File: src/rtl/lm32_wb_arbiter.sv
`default_nettype none
// ============================================================================
// lm32_wb_arbiter : shares one Wishbone slave between the LM32 instruction
//                   (m0) and data (m1) buses, with a per-transfer watchdog.
// Revision        : 1.0
// ============================================================================
module lm32_wb_arbiter #(
  parameter int RR      = 1,
  parameter int TIMEOUT = 255
) (
  input  logic        sys_clk,
  input  logic        sys_rst_n,
  // instruction master
  input  logic [31:0] m0_adr,
  input  logic        m0_cyc,
  input  logic        m0_stb,
  output logic        m0_ack,
  output logic        m0_err,
  // data master
  input  logic [31:0] m1_adr,
  input  logic [31:0] m1_dat_w,
  input  logic [3:0]  m1_sel,
  input  logic        m1_we,
  input  logic        m1_cyc,
  input  logic        m1_stb,
  output logic        m1_ack,
  output logic        m1_err,
  output logic [31:0] m_dat_r,
  // shared slave
  output logic [31:0] s_adr,
  output logic [31:0] s_dat_w,
  output logic [3:0]  s_sel,
  output logic        s_we,
  output logic        s_cyc,
  output logic        s_stb,
  input  logic        s_ack,
  input  logic [31:0] s_dat_r,
  output logic [1:0]  gnt
);

  // One-hot encoding lets the state register double as the grant vector.
  typedef enum logic [1:0] {
    IDLE = 2'b00,
    G0   = 2'b01,
    G1   = 2'b10
  } state_e;

  localparam logic [15:0] C_TO_LAST = 16'(TIMEOUT - 1);

  state_e      state_q, state_d;
  logic        last_q,  last_d;
  logic [15:0] tmo_q,   tmo_d;
  logic        err_q,   err_d;
  logic        xfer;

  always_ff @(posedge sys_clk) begin
    if (!sys_rst_n) begin
      state_q <= IDLE;
      last_q  <= 1'b0;
      tmo_q   <= 16'd0;
      err_q   <= 1'b0;
    end else begin
      state_q <= state_d;
      last_q  <= last_d;
      tmo_q   <= tmo_d;
      err_q   <= err_d;
    end
  end

  always_comb begin
    state_d = state_q;
    last_d  = last_q;
    unique case (state_q)
      IDLE: begin
        if (m0_cyc && m1_cyc)
          state_d = ((RR != 0) && last_q) ? G0 : G1;
        else if (m0_cyc)
          state_d = G0;
        else if (m1_cyc)
          state_d = G1;
      end
      G0: begin
        if (!m0_cyc)
          state_d = m1_cyc ? G1 : IDLE;
      end
      G1: begin
        if (!m1_cyc)
          state_d = m0_cyc ? G0 : IDLE;
      end
      default: state_d = IDLE;
    endcase
    if (state_d == G0 && state_q != G0)
      last_d = 1'b0;
    if (state_d == G1 && state_q != G1)
      last_d = 1'b1;
  end

  // The instruction master is a full-word reader, so its write side is tied off.
  always_comb begin
    s_adr   = 32'd0;
    s_dat_w = 32'd0;
    s_sel   = 4'd0;
    s_we    = 1'b0;
    s_cyc   = 1'b0;
    s_stb   = 1'b0;
    unique case (state_q)
      G0: begin
        s_adr = m0_adr;
        s_sel = 4'hF;
        s_cyc = m0_cyc;
        s_stb = m0_stb & ~err_q;
      end
      G1: begin
        s_adr   = m1_adr;
        s_dat_w = m1_dat_w;
        s_sel   = m1_sel;
        s_we    = m1_we;
        s_cyc   = m1_cyc;
        s_stb   = m1_stb & ~err_q;
      end
      default: ;
    endcase
  end

  assign xfer = s_cyc & s_stb;

  // An ack arriving in the expiry cycle takes precedence over the error.
  always_comb begin
    tmo_d = tmo_q + 16'd1;
    err_d = 1'b0;
    if (!xfer || s_ack || (state_d != state_q)) begin
      tmo_d = 16'd0;
    end else if (tmo_q == C_TO_LAST) begin
      tmo_d = 16'd0;
      err_d = 1'b1;
    end
  end

  assign gnt     = state_q;
  assign m0_ack  = s_ack & state_q[0];
  assign m1_ack  = s_ack & state_q[1];
  assign m0_err  = err_q & state_q[0];
  assign m1_err  = err_q & state_q[1];
  assign m_dat_r = s_dat_r;

endmodule
`default_nettype wire

File: config.mk
export PLATFORM = sky130hd
export DESIGN_NAME = lm32_wb_arbiter
export DESIGN_NICKNAME = d
export VERILOG_FILES = /design/src/rtl/lm32_wb_arbiter.sv
export SDC_FILE = /design/constraint.sdc
export NUM_CORES = 1
export LEC_CHECK = 0
export BUFFER_PORTS_ARGS = -buffer_cell sky130_fd_sc_hd__buf_2
export CAP_MARGIN = 10
export CORE_AREA = 2 2 97 99
export CTS_BUF_LIST = sky130_fd_sc_hd__clkbuf_8
export DETAILED_ROUTE_END_ITERATION = 10
export DIE_AREA = 0 0 99 101
export MAX_ROUTING_LAYER = met4
export REMOVE_ABC_BUFFERS = 1
export SLEW_MARGIN = 5
export SYNTH_ARGS = -nofsm -noshare
export SYNTH_HDL_FRONTEND = slang
export SYNTH_SLANG_ARGS = --single-unit
File: constraint.sdc
create_clock -name sys_clk -period 7.1 [get_ports sys_clk]
set_clock_uncertainty 0.15 [all_clocks]
set_input_delay 0.355 -clock sys_clk [delete_from_list [all_inputs] [get_ports sys_clk]]
set_output_delay 0.355 -clock sys_clk [all_outputs]
set_load 0.01 [all_outputs]
* Word level (Yosys, flattened, before mapping) *
Cells that the tools add are included.

operators by class
  add/sub/neg operators = 1
  equal/unequal tests = 8
  mux-type cells = 18
  bitwise operators = 9
  reductions and logical operators = 10

operators with widths
  cell                     number
  $pmux W32 S2             1
  $mux W32                 1
  $add A16 B1 Y16 const B  1
  $eq A16 B8 Y1 const B    1
  $mux W2                  7
  $pmux W4 S2              1
  $and A1 B1 Y1            7
  $pmux W2 S3              1
  $mux W1                  5
  $eq A2 B1 Y1 const B     2
  $eq A2 B2 Y1 const B     2
  $pmux W1 S2              2
  $logic_and A1 B1 Y1      3
  $reduce_or A3 Y1         1
  $logic_not A2 Y1         1
  $logic_or A1 B1 Y1       2
  $ne A2 B1 Y1 const B     1
  $ne A2 B2 Y1             1
  $ne A2 B2 Y1 const B     1
  $not A1 Y1               2
  $reduce_bool A2 Y1       1
  $reduce_or A2 Y1         1
  $logic_not A1 Y1         1

storage, ports and cells
  register bits = 20
  output and inout port bits = 109
  logic and storage cells = 50

* Longest topological paths before layout *
Gate-level depths: netlist of the first run.

  depth in word-level cells = 8
  gate-level depth with buffers = 9
  gate-level depth less buffers = 7

* Worst setup path after synthesis of the first run *
OpenSTA, ideal clock, no wires.

  path kind = flip-flop to flip-flop
  start = reg state_q[1] (netlist: gnt[1])
  end = reg tmo_q[10]
  setup time = 0.064 ns
  data arrival time = 2.362 ns
  data required time = 6.886 ns
  setup slack = 4.524 ns
  stages on the path, launching flop included = 10
  buffers on the path = 2
  clock period less this slack = 2.576 ns
  cells stage by stage = dfxtp_1 clkbuf_1 inv_1 ha_1 inv_1 o311ai_0 mux2i_1 or4b_1 buf_2 nor2_1

on the way
  cells in the longest elaborated chain, start to end = 7
  elaborated cells between the ends (all ways) = 17

RTL lines
  what                                                RTL line  RTL
  start, declared                                     50        state_e state_q, state_d;
  start signal, assigned                              63        state_q <= state_d;
  $mux W2, or another cell as far along               79        else if (m1_cyc)
  $mux W2 or $pmux W1 S2 (tied branches)              77, 106
  $mux W2 or $and A1 B1 Y1 (tied branches)            75, 125
  $pmux W2 S3 or $logic_not A1 Y1 (tied branches)     73, 131
  $ne A2 B2 Y1 or $logic_or A1 B1 Y1 (tied branches)  131       if (!xfer || s_ack || (state_d != state_q)) begin
  $logic_or A1 B1 Y1 *                                131
  $reduce_or A3 Y1 (no source line) *                 --
  end signal, assigned                                65        tmo_q <= tmo_d;
  end, declared                                       52        logic [15:0] tmo_q, tmo_d;

Every way passes the cells marked *; elsewhere a longest branch is shown, timed or not.
A chain may end at the register's enable or synchronous reset.

* Worst setup path in the final report of the first run *
  start = reg state_q[1] (netlist: gnt[1])
  end = reg tmo_q[9]

Same word-level chain as after synthesis.

==> results of run 1 <==
cells by family (layout without fill, tap and decap cells):
logic type	after synthesis	after routing	share of synthesized area, %
multiplexers	2	2	0.973
flip-flops	20	20	18.3
XOR/XNOR	14	14	5.61
AO/OA/AOI/OAI	49	49	16.9
adder cells (fa/ha/maj)	7	7	4.00
buffers and inverters	59	197	16.2
AND/OR/NAND/NOR	144	144	38.0
where the power goes:
part / switching, mW / internal (mW) / leakage, nW / total (mW)
clock network: 0.0382 / 0.0494 / 0.0288 / 0.0876
registers: 0.0133 / 0.118 / 0.162 / 0.132
logic: 0.235 / 0.190 / 1.32 / 0.424
state kept, by name, summed over array words and instances (netlist names):
register / count
gnt: 2
last_q: 1
tmo_q: 16
err_q: 1
stage by stage:
step	worst slack (ps)	utilization (%)	std cells	power (mW)	instance area, sq um
global route	3600	33.4	544	0.700	3000
detailed placement	3650	32.6	539	0.556	2930
finish	3880	33.4	544	0.644	3000
floorplan	4170	-	242	0.383	1850
CTS	3650	33.2	543	0.646	2980
global placement	3810	32.6	539	0.550	2930
worst max-delay path, delay by kind of cell, from the launching register on:
kind	cells	cell delay (ps)
flip-flops	1	570
buffers and inverters	1	170
AO/OA/AOI/OAI	1	400
adder cells (fa/ha/maj)	1	870
AND/OR/NAND/NOR	3	1000
final cells by class:
cell class / instances / area (sq um) / area share (%)
multi-input combinational: 216 / 1430 / 47.7
timing repair buffer: 187 / 951 / 31.7
sequential: 20 / 400 / 13.4
tap: 111 / 139 / 4.63
clock buffer: 4 / 55.1 / 1.84
inverter: 6 / 22.5 / 0.751
layer usage:
layer / vias up / part of all wire (%) / GRT usage [%] / wire length [microns]
met5: - / 0 / - / 0
met4: 0 / 0.41 / 1.90 / 40
met3: 7 / 14 / 9.92 / 1420
met2: 171 / 38 / 24.9 / 3690
met1: 1198 / 48 / 26.2 / 4680
li1: 1247 / - / - / -
cell usage in the layout, fill, tap and decap left out, types with 5 or more instances in the layout:
cell,instances
a21oi_1,5
a22oi_1,33
and2_1,41
buf_2,184
dfxtp_1,20
ha_1,7
inv_1,6
nand2_1,10
nand3_1,7
nand4_1,5
nor2_1,23
nor2b_1,38
xor2_1,12
worst paths after layout:
| check | slack (ps) | cells past startpoint | end | startpoint |
|---|---|---|---|---|
| worst max-delay path | 3880 | 6 | tmo_q[9]$_SDFF_PP0_ | gnt[1]$_SDFF_PN0_ |
| worst min register to register | 340 | 1 | tmo_q[0]$_SDFF_PP0_ | tmo_q[0]$_SDFF_PP0_ |
| worst max register to register | 3880 | 6 | tmo_q[9]$_SDFF_PP0_ | gnt[1]$_SDFF_PN0_ |
| worst min-delay path | 250 | 2 | last_q$_SDFFE_PN0P_ | sys_rst_n |
==> impl_metrics.toml, run 1 <==
[status]
status = "finished, final reports clean"

[routing]
drc = 0
wirelength_microns = 9840
drtIter0Drc = 154
via_count = 2623
avgRoutedWirePerCell_microns = 18.1
drtAntennaViolNets = 0
viasPerCell = 4.82
firstDrtPassIters = 4

[logic_synthesis]
synth_cells = 295
yosysTopAreaCell = "dfxtp_1"
synth_top_cells_by_area = "dfxtp_1, and2_1, a22oi_1, buf_4, nor2b_1"
synth_common_cells = "and2_1, nor2b_1, a22oi_1, buf_4, nor2_1"
yosys_warnings = 0
ys_seq_elements = 20
synth_edf_count = 0
yosysMostFrequentCell = "and2_1"
yosysSeqAreaShare_pct = 18.3
async_flop_share_pct = 0
synth_top_area_share_pct = 18.3
avgSynthCellArea_sq_um = 7.41
yosysUniqueCellTypes = 40
synth_ff_type = "dfxtp_1"
synth.cell_area_sq_um = 2190

[layout]
layout-drive-gt1-share_pct = 44.3
n_fill_cell = 985
area_growth_pct = 37.1
diodes = 0
finalNetCount = 581

[setup_path]
critPathArrivalTime_ps = 3270
cp_slowest_cell = "ha_1"
crit_path_max_fanout = 38
crit_path_end_kind = "flop"
start_kind = "flop"
cp.required_ps = 7150
cp_cell_sequence = "inv_1 > ha_1 > nand3b_1 > a311o_1 > or4b_1 > nor2_1"
critical-path-max-stage-delay_ps = 870
critPathKind = "reg -> reg"

[timing]
slew_headroom_pct = 43.4
rsz0062_at_grt = "false"
setup_viol = 0
post-route-period-util_pct = 45.3
fin_hold_ws_ps = 248
hold_viol = 0
setup_tns_ps = 0
timing.fmax_ghz = 0.311
layout_min_cycle_time_ps = 3220
drv_slew = 0
tightest_slew_ps = 849

[floorplan]
rows = 35
initial_core_util_pct = 24.4
die_y_microns = 101
core-area_sq_um = 8980
fp.dieW_microns = 99
io_pins = 249
die-area_sq_um = 10000

[flow_run]
cap_violations = 0

[clock_tree]
clockRootBuffer = "clkbuf_8"
cts-buffers-inserted = 3
clk_path_buf_depth = 2
post_cts_buffers = 0
cts_tree = "done"
htreeDepth = 1
clkSlewWorstSetupHoldPaths_ps = 70
hold_buffers = 0
cts-resized-gates = 0
cts_sinks = 20
clock_latency_ps = 260

[placed_design]
dp_hpwl_microns = 8210
portBuffers = 184
gp_congestion = 0.810

[power_and_ir_drop]
ir_drop_mv = 0.0987
cellPowerDensity_nw_per_um2 = 215
p_leak_nw = 1.51

[global_routing]
grt_max_degree = 41
grt_pass1_vias = 2471
grt_usage_pct = 18.9
antenna_found_initial = 0
grt_pass1_wl_microns = 14000
globalRoute.totalOverflow = 0

[hold_path]
hold_path_class = "in -> reg"
No activity file was read; power rests on OpenSTA's default activity.
==> run 2, diff against run 1 <==
ABC_AREA = 1   (was default)
CORE_AREA = 2 2 96 98   (was 2 2 97 99)
DIE_AREA = 0 0 98 100   (was 0 0 99 101)
clock period = 3.2 ns   (was 7.1 ns; I/O delays follow)
==> run 2 against run 1 <==
Effect of this change: flip-flop and latch count is the same; sequential share of layout area shrank 0.23 points; maximum frequency grew 25%; via count grew 9.6%; critical endpoint is now tmo_q[3]$_SDFF_PP0_; highest routed layer unchanged.
==> impl_metrics.toml, run 2 <==
[power_and_ir_drop]
p_leak_nw = 1.82
clkPwrFrac_pct = 23.1
cellPowerDensity_nw_per_um2 = 273
power_switching_uw = 324
ir_drop_mv = 0.213
total_power_uw = 834
power_switching_share_pct = 38.9
p_comb_share_pct = 45.3
p_int_uw = 510
p_seq_share_pct = 31.7

[floorplan]
die-area_sq_um = 9800
die_y_microns = 100
initial_core_util_pct = 25.0
fp.dieW_microns = 98
io_pins = 249
core-area_sq_um = 8890
rows = 35

[timing]
hold_viol = 0
timing.fmax_ghz = 0.390
setup_viol = 0
tightest_slew_ps = 519
setup_ws_ps = 633
slew_headroom_pct = 65.3
layout_min_cycle_time_ps = 2570
rsz0062_at_grt = "false"
post-route-period-util_pct = 80.2
setup_tns_ps = 0
drv_slew = 0
fin_hold_ws_ps = 52.7

[clock_tree]
clkSlewWorstSetupHoldPaths_ps = 70
cts_tree = "done"
hold_buffers = 0
cts_sinks = 20
cts-resized-gates = 0
post_cts_buffers = 0
clock_latency_ps = 260
clockRootBuffer = "clkbuf_8"
cts-buffers-inserted = 3
htreeDepth = 1
clk_path_buf_depth = 2

[layout]
finalNetCount = 686
stdcell_count = 649
diodes = 0
fin_util_pct = 34.3
final_cell_area_sq_um = 3050
largest_reg_flops = 16
final_common_cell = "buf_2"
layout_common_cells = "buf_2, nand2_1, inv_1"
layout-drive-gt1-share_pct = 39.4
area_growth_pct = 37.1
top_register = "tmo_q"

[routing]
avgRoutedWirePerCell_microns = 16.7
wirelength_microns = 10900
viasPerCell = 4.43
drc = 0
firstDrtPassIters = 5
via_count = 2875
drtAntennaViolNets = 0
drtIter0Drc = 166

[global_routing]
globalRoute.totalOverflow = 0
antenna_found_initial = 0
grt_max_degree = 36
grt_pass1_vias = 2563
grt_usage_pct = 21.3
grt_pass1_wl_microns = 15100

[logic_synthesis]
yosysMostFrequentCell = "nand2_1"
yosysSeqAreaShare_pct = 18.0
synth_common_cells = "nand2_1, inv_1, a21oi_1, buf_4, nor2_1"
yosys_warnings = 0
synth_edf_count = 0
synth_top_area_share_pct = 21.6
synth_ff_type = "dfxtp_1"
synth.cell_area_sq_um = 2230
ys_seq_elements = 20
async_flop_share_pct = 0
avgSynthCellArea_sq_um = 5.65
synth_top_cells_by_area = "nand2_1, dfxtp_1, buf_4, inv_1, a21oi_1"
yosysUniqueCellTypes = 26
yosysTopAreaCell = "nand2_1"
synth_cells = 394

[placed_design]
portBuffers = 184
place_inst = 645
post-place-ws_ps = 628
gp_congestion = 0.938
dp_hpwl_microns = 9530
post_dp_cell_area_sq_um = 3000

[setup_path]
critPathKind = "reg -> reg"
critical-path-max-stage-delay_ps = 530
crit_path_max_fanout = 33
cp.required_ps = 3240
cp_slowest_cell = "dfxtp_1"
crit_path_end_kind = "flop"
critPathArrivalTime_ps = 2610
start_kind = "flop"
cp_cell_sequence = "inv_1 > ha_1 > inv_2 > nor2_1 > nand3_1 > inv_1 > nand3_2 > nor2_2 > nand4_4 > nor2_1"

[status]
status = "finished, final reports clean"

[hold_path]
hold_path_class = "in -> reg"

[flow_run]
cap_violations = 0
-- run 2: changes by cell type after synthesis, sizes merged, moves of 3 or more --
cell | previous run | this run
a22oi | 33 | 0
and3 | 3 | 0
clkbuf | 16 | 11
a21oi | 5 | 33
nor2 | 23 | 43
nand3b | 4 | 0
o21ai | 0 | 4
nor2b | 38 | 0
nand2b | 4 | 0
and2 | 41 | 0
inv | 6 | 64
nand2 | 10 | 131
nand3 | 7 | 18
-- run 2: critical path, delay by kind of cell (launching register included) --
kind | cells | cell delay [ps]
buf+inv | 3 | 470
simple gates | 6 | 980
flops | 1 | 530
fa+ha+maj | 1 | 360
-- run 2: power groups by stage --
stage	logic (mW)	clock network, mW	registers (mW)
global route	0.420	0.211	0.265
finish	0.378	0.192	0.264
CTS	0.378	0.197	0.264
global placement	0.373	0	0.269
floorplan	0.200	0	0.268
detailed placement	0.376	0	0.270
-- run 2: kinds of logic (layout without fill, tap and decap cells) --
group           count (synthesis)  after routing  synth area share, %
flops                          20             20                 18.0
xor+xnor                       14             14                 5.51
buf+inv                       113            257                 25.3
compound gates                 38             38                 8.66
simple gates                  202            202                 38.6
fa+ha+maj                       7              7                 3.93
-- run 2: final timing paths --
kind / start / end / slack [ps] / cells past startpoint
setup / recovery: gnt[1]$_SDFF_PN0_ / tmo_q[3]$_SDFF_PP0_ / 630 / 10
hold / removal: sys_rst_n / last_q$_SDFFE_PN0P_ / 50 / 3
setup reg to reg: gnt[1]$_SDFF_PN0_ / tmo_q[3]$_SDFF_PP0_ / 630 / 10
hold reg to reg: tmo_q[0]$_SDFF_PP0_ / tmo_q[0]$_SDFF_PP0_ / 350 / 1
-- run 2: cell type report --
type | instances | area (sq um)
timing repair buffer | 188 | 951
tap | 111 | 139
sequential | 20 | 400
inverter | 65 | 244
multi-input combinational | 261 | 1260
fill | 1024 | 5840
clock buffer | 4 | 55.1
-- run 2: per-layer routing --
layer  vias up  global-route usage (%)  wire (microns)
met2       171                    38.2            5660
met5         -                       -               0
met3         9                    16.6            1920
met1      1263                    17.6            3180
li1       1432                       -               -
met4         0                    3.42              96
==> run 3, diff against run 2 <==
CORE_AREA = 2 2 97 99   (was 2 2 96 98)
DIE_AREA = 0 0 99 101   (was 0 0 98 100)
clock period = 2.23 ns   (was 3.2 ns; I/O delays follow)
==> run 3 against run 2 <==
Effect of this change: global-route usage decreased by 0.21 points; die area rose by 2.0%; utilization rose by 0.17 points; non-clock buffer count grew 4; via count down 0.42%; clock power rose by 48%; wire length grew 0.77%; clock-buffer cell count did not move; first-iteration DRC count shrank 45%; flip-flop and latch count stayed put.
==> impl_metrics.toml, run 3 (same netlist as run 2, synthesis figures left out) <==
[clock_tree]
cts_sinks = 20
cts_tree = "done"
clock_latency_ps = 270
htreeDepth = 1
clk_path_buf_depth = 2
post_cts_buffers = 0
hold_buffers = 0
cts-resized-gates = 0
clkSlewWorstSetupHoldPaths_ps = 70
clockRootBuffer = "clkbuf_8"
cts-buffers-inserted = 3

[setup_path]
crit_start = "gnt[0]$_SDFF_PN0_"
crit_path_max_fanout = 36
critPathArrivalTime_ps = 1790
worst_r2r_startpoint = "gnt[0]$_SDFF_PN0_"
crit_path_end_kind = "primary output"
cp.required_ps = 1970
start_kind = "flop"
critPathKind = "reg -> out"

[layout]
top_register = "tmo_q"
layout_common_cells = "buf_2, nand2_1, inv_1"
layout-drive-gt1-share_pct = 39.9
stdcell_count = 654
largest_reg_flops = 16
final_common_cell = "buf_2"
finalNetCount = 690
fin_util_pct = 34.5
n_fill_cell = 1001
multiInputGateArea_sq_um = 1260
register_area_sq_um = 400
area_growth_pct = 39.1

[floorplan]
rows = 35
die_y_microns = 101
initial_core_util_pct = 24.8
die-area_sq_um = 10000
io_pins = 249
core-area_sq_um = 8980
fp.dieW_microns = 99

[global_routing]
grt_max_degree = 37
globalRoute.totalOverflow = 0
antenna_found_initial = 1
grt_usage_pct = 21.1
grt_pass1_vias = 2523
grt_pass1_wl_microns = 15200

[routing]
via_count = 2863
avgRoutedWirePerCell_microns = 16.7
drtAntennaViolNets = 0
wirelength_microns = 10900
drc = 0
firstDrtPassIters = 4
drtIter0Drc = 92
viasPerCell = 4.38

[timing]
tightest_slew_ps = 512
layout_min_cycle_time_ps = 2050
hold_viol = 0
timing.fmax_ghz = 0.488
setup_ws_ps = 181
drv_slew = 0
post-route-period-util_pct = 91.9
rsz0062_at_grt = "false"
fin_hold_ws_ps = 11.5
setup_viol = 0
setup_tns_ps = 0
slew_headroom_pct = 65.5

[status]
status = "finished, final reports clean"

[placed_design]
dp_hpwl_microns = 9560
place_inst = 648
post-place-ws_ps = 184
portBuffers = 184
gp_congestion = 0.982

[hold_path]
min_from = "sys_rst_n"
hold_path_class = "in -> reg"

[power_and_ir_drop]
cellPowerDensity_nw_per_um2 = 393
p_leak_nw = 1.85
ir_drop_mv = 0.326

[flow_run]
cap_violations = 0
-- run 3: cell count changes in the layout (fill, tap and decap cells not counted) --
cell / before / now
buf_4: 4 / 7
buf_12: 0 / 1
diode_2: 0 / 1
-- run 3: power by group --
part | switching [mW] | internal (mW) | total (mW)
registers | 0.00454 | 0.364 | 0.369
clock network | 0.127 | 0.158 | 0.284
logic | 0.343 | 0.220 | 0.563
-- run 3: routing by layer --
layer / vias to the layer above / routed length [microns] / global-route usage, %
li1: 1439 / - / -
met1: 1235 / 3060 / 16.8
met2: 176 / 5540 / 37.8
met3: 13 / 1980 / 15.8
met4: 0 / 352 / 5.80
met5: - / 0 / -
-- run 3: layout make-up --
cell class	instances	area share (%)
sequential	20	12.9
antenna	1	0.0808
timing repair buffer	192	32.1
tap	111	4.48
multi-input combinational	261	40.8
clock buffer	4	1.78
inverter	65	7.88
-- run 3: critical path, cell delays in order, from the launching register on --
cell     delay (ps)
dfxtp_1         360
buf_4           140
ha_1            230
buf_4           360
nand2_1         120
a21oi_1         150
buf_2           150
-- run 3: final timing paths --
kind | endpoint | slack [ps] | depth (start not counted)
setup reg to reg | tmo_q[3]$_SDFF_PP0_ | 320 | 11
hold reg to reg | tmo_q[0]$_SDFF_PP0_ | 340 | 1
setup / recovery | s_adr[29] | 180 | 6
hold / removal | gnt[0]$_SDFF_PN0_ | 10 | 3
-- run 3: metrics by stage --
stage	total power, mW	cell area [sq um]
2_1_floorplan	0.672	1910
3_3_place_gp	0.936	3020
3_5_place_dp	0.942	3020
4_1_cts	1.22	3070
5_1_grt	1.30	3100
6_report	1.22	3100
